===== src/rtl/alu.sv =====
// Execute-stage ALU: 16 operations on 32-bit operands with a single registered result.
// EXT/INS take their field bounds from msb/lsb; CLZ/CLO return 0..32.
module alu (
  input  logic        clk,
  input  logic        reset,
  input  logic [31:0] A,
  input  logic [31:0] B,
  input  logic [4:0]  msb,
  input  logic [4:0]  lsb,
  input  logic [3:0]  OP,
  output logic [31:0] Out
);

  localparam int unsigned W  = 32;
  localparam int unsigned SW = 5;
  localparam int unsigned CW = 6;

  typedef enum logic [3:0] {
    OP_ADD  = 4'd0,
    OP_SUB  = 4'd1,
    OP_AND  = 4'd2,
    OP_OR   = 4'd3,
    OP_XOR  = 4'd4,
    OP_NOR  = 4'd5,
    OP_SLT  = 4'd6,
    OP_SLTU = 4'd7,
    OP_SLL  = 4'd8,
    OP_SRL  = 4'd9,
    OP_SRA  = 4'd10,
    OP_LUI  = 4'd11,
    OP_EXT  = 4'd12,
    OP_INS  = 4'd13,
    OP_CLZ  = 4'd14,
    OP_CLO  = 4'd15
  } op_e;

  logic [W-1:0]  out_d;
  logic [W-1:0]  out_q;
  logic [SW-1:0] shamt;
  logic [SW-1:0] span;
  logic          field_ok;
  logic [W-1:0]  low_mask;
  logic [W-1:0]  field_mask;

  // Priority encode from the MSB; the count saturates at W when no set bit exists.
  function automatic logic [CW-1:0] lead_zeros(input logic [W-1:0] v);
    logic [CW-1:0] cnt;
    logic          done;
    cnt  = '0;
    done = 1'b0;
    for (int i = int'(W) - 1; i >= 0; i--) begin
      if (!done) begin
        if (v[i]) begin
          done = 1'b1;
        end else begin
          cnt = cnt + CW'(1);
        end
      end
    end
    return cnt;
  endfunction

  // Field masks shared by EXT and INS; span is only meaningful when msb >= lsb.
  always_comb begin
    shamt      = A[SW-1:0];
    field_ok   = (msb >= lsb);
    span       = msb - lsb;
    low_mask   = {W{1'b1}} >> (SW'(W - 1) - span);
    field_mask = low_mask << lsb;
  end

  always_comb begin
    out_d = '0;
    case (op_e'(OP))
      OP_ADD:  out_d = A + B;
      OP_SUB:  out_d = A - B;
      OP_AND:  out_d = A & B;
      OP_OR:   out_d = A | B;
      OP_XOR:  out_d = A ^ B;
      OP_NOR:  out_d = ~(A | B);
      OP_SLT:  out_d = W'($signed(A) < $signed(B));
      OP_SLTU: out_d = W'(A < B);
      OP_SLL:  out_d = B << shamt;
      OP_SRL:  out_d = B >> shamt;
      OP_SRA:  out_d = W'($signed(B) >>> shamt);
      OP_LUI:  out_d = {B[15:0], 16'h0000};
      OP_EXT:  out_d = field_ok ? ((A >> lsb) & low_mask) : '0;
      OP_INS:  out_d = field_ok ? ((B & ~field_mask) | ((A << lsb) & field_mask)) : B;
      OP_CLZ:  out_d = W'(lead_zeros(A));
      OP_CLO:  out_d = W'(lead_zeros(~A));
      default: out_d = '0;
    endcase
  end

  always_ff @(posedge clk or posedge reset) begin
    if (reset) begin
      out_q <= '0;
    end else begin
      out_q <= out_d;
    end
  end

  assign Out = out_q;

endmodule


===== config.mk =====
export PLATFORM = sky130hd
export DESIGN_NAME = alu
export DESIGN_NICKNAME = d
export VERILOG_FILES = /design/src/rtl/alu.sv
export SDC_FILE = /design/constraint.sdc
export NUM_CORES = 1
export LEC_CHECK = 0
export ABC_AREA = 1
export BUFFER_PORTS_ARGS = -buffer_cell sky130_fd_sc_hd__buf_2
export CAP_MARGIN = 20
export CORE_AREA = 5 5 443 227
export DETAILED_ROUTE_END_ITERATION = 7
export DIE_AREA = 0 0 448 232
export PLACE_DENSITY_LB_ADDON = 0.15
export SLEW_MARGIN = 20
export SYNTH_ARGS = -nofsm -noshare
export SYNTH_HDL_FRONTEND = slang
export SYNTH_SLANG_ARGS = --single-unit
export TNS_END_PERCENT = 5

===== constraint.sdc =====
create_clock -name clk -period 1.9 [get_ports clk]
set_input_delay 0.38 -clock clk [delete_from_list [all_inputs] [get_ports clk]]
set_output_delay 0.38 -clock clk [all_outputs]
set_load 0.03 [all_outputs]

==> metrics.md <==
| Metric | Value |
|---|---|
| First-pass DRT Iterations | 6 |
| Layout Cells excl Fill | 6,821 |
| Largest net degree at the start of global routing | between 80 and 90 |
| Share of layout cells above drive strength 1 | 0.343 |
| Routability cong. | 1.04 |
| Die width | 448 um |
| Post-synthesis async set-or-reset flop share | 1.00 |
| Core ar. | 96,500 um^2 |
| Classification of the worst setup path | input pin to register |
| Synthesized cell area | 21,900 um^2 |
| Post-synth net total | 4,410 |
| CTS tree | built |
| Failing checks | negative setup slack |
| Most used DFF post-synth | dfrtp_1 |
| Top cell by count, worst path | inv_2 |
| Row cnt | between 80 and 90 |
| CTS sink count | 32 |
| Synth Area in Adders | 0.0940 |
| CP arrival | 11.86 ns |
| Clk pwr share | 0.107 |
| Post-synth top area share | 0.196 |
| Starting Density | 0.227 |
| Crit. End Element | register |
| Worst-path clk slew | 0.08 ns |
| Post-DP HPWL | 126 mm |
| Initial DRC count | 4,056 |
| Max reg flops | 32 |
| Synth Area in Compound Gates | 0.255 |
| Status | finished with violations |
| Sw Ratio | 0.543 |
| WL final | 146 mm |
| Die area | 104,000 um^2 |
| H-tree levels | 2 |
| PD cells | 326 nW/um^2 |
| Max Transition Viols Final | 0 |
| Peak VDD IR | 0.335 mV |
| Mapped Cells | 4,167 |
| I/O Buffers | 111 |
| Die Height | 232 um |
| Simple-Gate Fraction of Synth Area | 0.434 |
| DP Cell Count | 6,743 |
| F_max | 85.9 MHz |
| Cell leakage power | ~19 nW |
| Drt drc | 0 |
| Ys Warns | 0 |
| Total GRT Usage | 0.272 |
| Commonest non-fill, non-tap cells in the layout | buf_4 (1,394), nand2_1 (1,108), inv_1 (539), nor2_1 (417), o21ai_0 (391) |
| Root Buffer Master | clkbuf_16 |
| Global route overflow | 0 |
| Final worst slack | -9.74 ns |
| Total power | 11.5 mW |
| Post-synth EDFFs | 0 |
| Combinational power share | 0.820 |
| CTS Buffer Depth | 2 |
| CP Max Fanout | 3 |
| Slew @ Worst Pin | about 1.1 ns |
| CP Data Required Time | 2.12 ns |
| Synthesized flop and latch total | 32 |
| RSZ-0062 raised after global routing | true |
| Initial antenna violation count | 17 |
| First-pass GRT wire length | 207 mm |
| Max-Cap Viols | 0 |
| Post-Syn Area per Cell | about 5.3 um^2 |
| Max incr delay on CP | 0.31 ns |
| Share of synthesized area occupied by flip-flops and latches | 0.0365 |
| Largest cells by area after synthesis | nand2_1 (20%), o21ai_0 (10%), inv_1 (9.7%), ha_1 (9.1%), nor2_1 (7.6%) |
| DRT antenna net count | 0 |
| P_int | 5.26 mW |
| Switch Pwr | 6.25 mW |
| Seq pwr share | 0.073 |
| Max_slew headroom | 0.265 |
| Hold buffer count at cts | 0 |
| Main combinational cell family by area after synthesis | simple AND/OR/NAND/NOR gates |
| Final Cycle Share | 6.13 |
| Min-delay worst type | input pin to asynchronous set/reset pin |
| Mux cell area share after synthesis | 0.0141 |
| Via count | 32,934 |
| Startpoint types | input pin |
| Routed wire length per instance | between 20 and 25 um |
| Most common cell after layout, fill and taps aside | buf_4 |
| DR vias/cell | 4.83 |
| CTS buffer count | 5 |
| Nets | 5,771 |
| Largest area contributor in the netlist | nand2_1 |
| Synth unique cells | 71 |
| Final setup fails | 32 |
| Final Hold Fails | 0 |
| CP startpoint | A[28] |
| Xor and xnor area share after synthesis | 0.0267 |
| Layout overhead on the synthesized area | 60.9% |
| Vias in the first global route | 29,584 |
| Tmin final | 11.64 ns |
| Crit-path slowest cell | ha_1 |
| I/O pin count | 112 |
==> how the worst max path moves through the flow <==
stage	endpoint	slack [ns]	depth (start not counted)
3_5_place_dp	Out[1]	-10.91	97
3_3_place_gp	Out[5]	-10.74	98
4_1_cts	Out[5]	-9.94	101
5_1_grt	Out[5]	-10.55	97
6_report	Out[3]	-9.74	96
2_1_floorplan	Out[5]	-9.47	99
==> worst max-delay path: cells and delay by family <==
family / cells / cell delay [ns]
adder cells (fa/ha/maj): 13 / 3.51
XOR/XNOR: 4 / 0.54
buffers and inverters: 22 / 1.49
AO/OA/AOI/OAI: 19 / 2.64
AND/OR/NAND/NOR: 38 / 3.29
==> power by group through the flow <==
stage               Clock, mW  Sequential [mW]  Combinational (mW)
floorplan                   0             1.03                3.30
global placement            0            0.859                8.68
detailed placement          0            0.856                8.60
CTS                      1.25            0.847                8.90
global route             1.28            0.849                10.0
finish                   1.23            0.842                9.43
==> cell usage after synthesis, drive strengths merged (4+ instances only) <==
cell        n
a32o       11
o21ai     462
o211ai     57
o31ai       8
o22ai      29
xnor2      12
nand2    1177
o2111ai    24
nand3     305
ha        160
nor4        6
nor2      493
a311oi      4
a221oi     17
xor2       54
a2111oi    15
nand3b     16
a211oi     14
or2        22
o311ai     11
a21oi     228
o21a        8
nor3       39
buf        43
dfrtp      32
mux2i      31
o221ai     18
clkinv      9
inv       604
nand4      65
a31oi      20
clkbuf    127
o21bai     18
==> per-layer routing <==
metal / share of wire / track usage / vias to the layer above
met5: 0.0015 / 0.0145 / -
met4: 0.0081 / 0.0179 / 4
met3: 0.14 / 0.119 / 63
met2: 0.32 / 0.305 / 1464
met1: 0.54 / 0.453 / 14879
li1: - / - / 16524
==> cell families after synthesis <==
| family | after synthesis |
|---|---|
| AND/OR/NAND/NOR | 2130 |
| multiplexers | 31 |
| flip-flops | 32 |
| adder cells (fa/ha/maj) | 163 |
| buffers and inverters | 783 |
| XOR/XNOR | 66 |
| AO/OA/AOI/OAI | 962 |
==> through the flow <==
stage	hold slack (ns)	TNS, ns	cell area [um^2]	utilization	worst slack [ns]
final	0.0719	-120.16	35300	0.366	-9.74
after CTS	0.0692	-117.31	34700	0.360	-9.94
after floorplan	0.496	-113.24	22000	-	-9.47
after detailed placement	0.445	-143.09	33700	0.349	-10.91
after global placement	0.445	-142.46	33700	0.349	-10.74
after global routing	0.0813	-132.49	35300	0.366	-10.55
==> area by class of cell <==
class / instances / area, um^2
antenna: 6 / 15.0
clock buffer: 5 / 125
multi-input combinational: 3352 / 19000
inverter: 613 / 2330
tap: 1286 / 1610
timing repair buffer: 1524 / 11400
clock inverter: 3 / 46.3
sequential: 32 / 801
fill: 10889 / 61200
==> repair_timing <==
action / CTS / global route
gates resized for setup: 149 / 124
endpoints found under the setup margin: 32 / 32
buffers inserted: 53 / 11
pin swaps: 95 / 134
(Power assumes the default switching activity.)
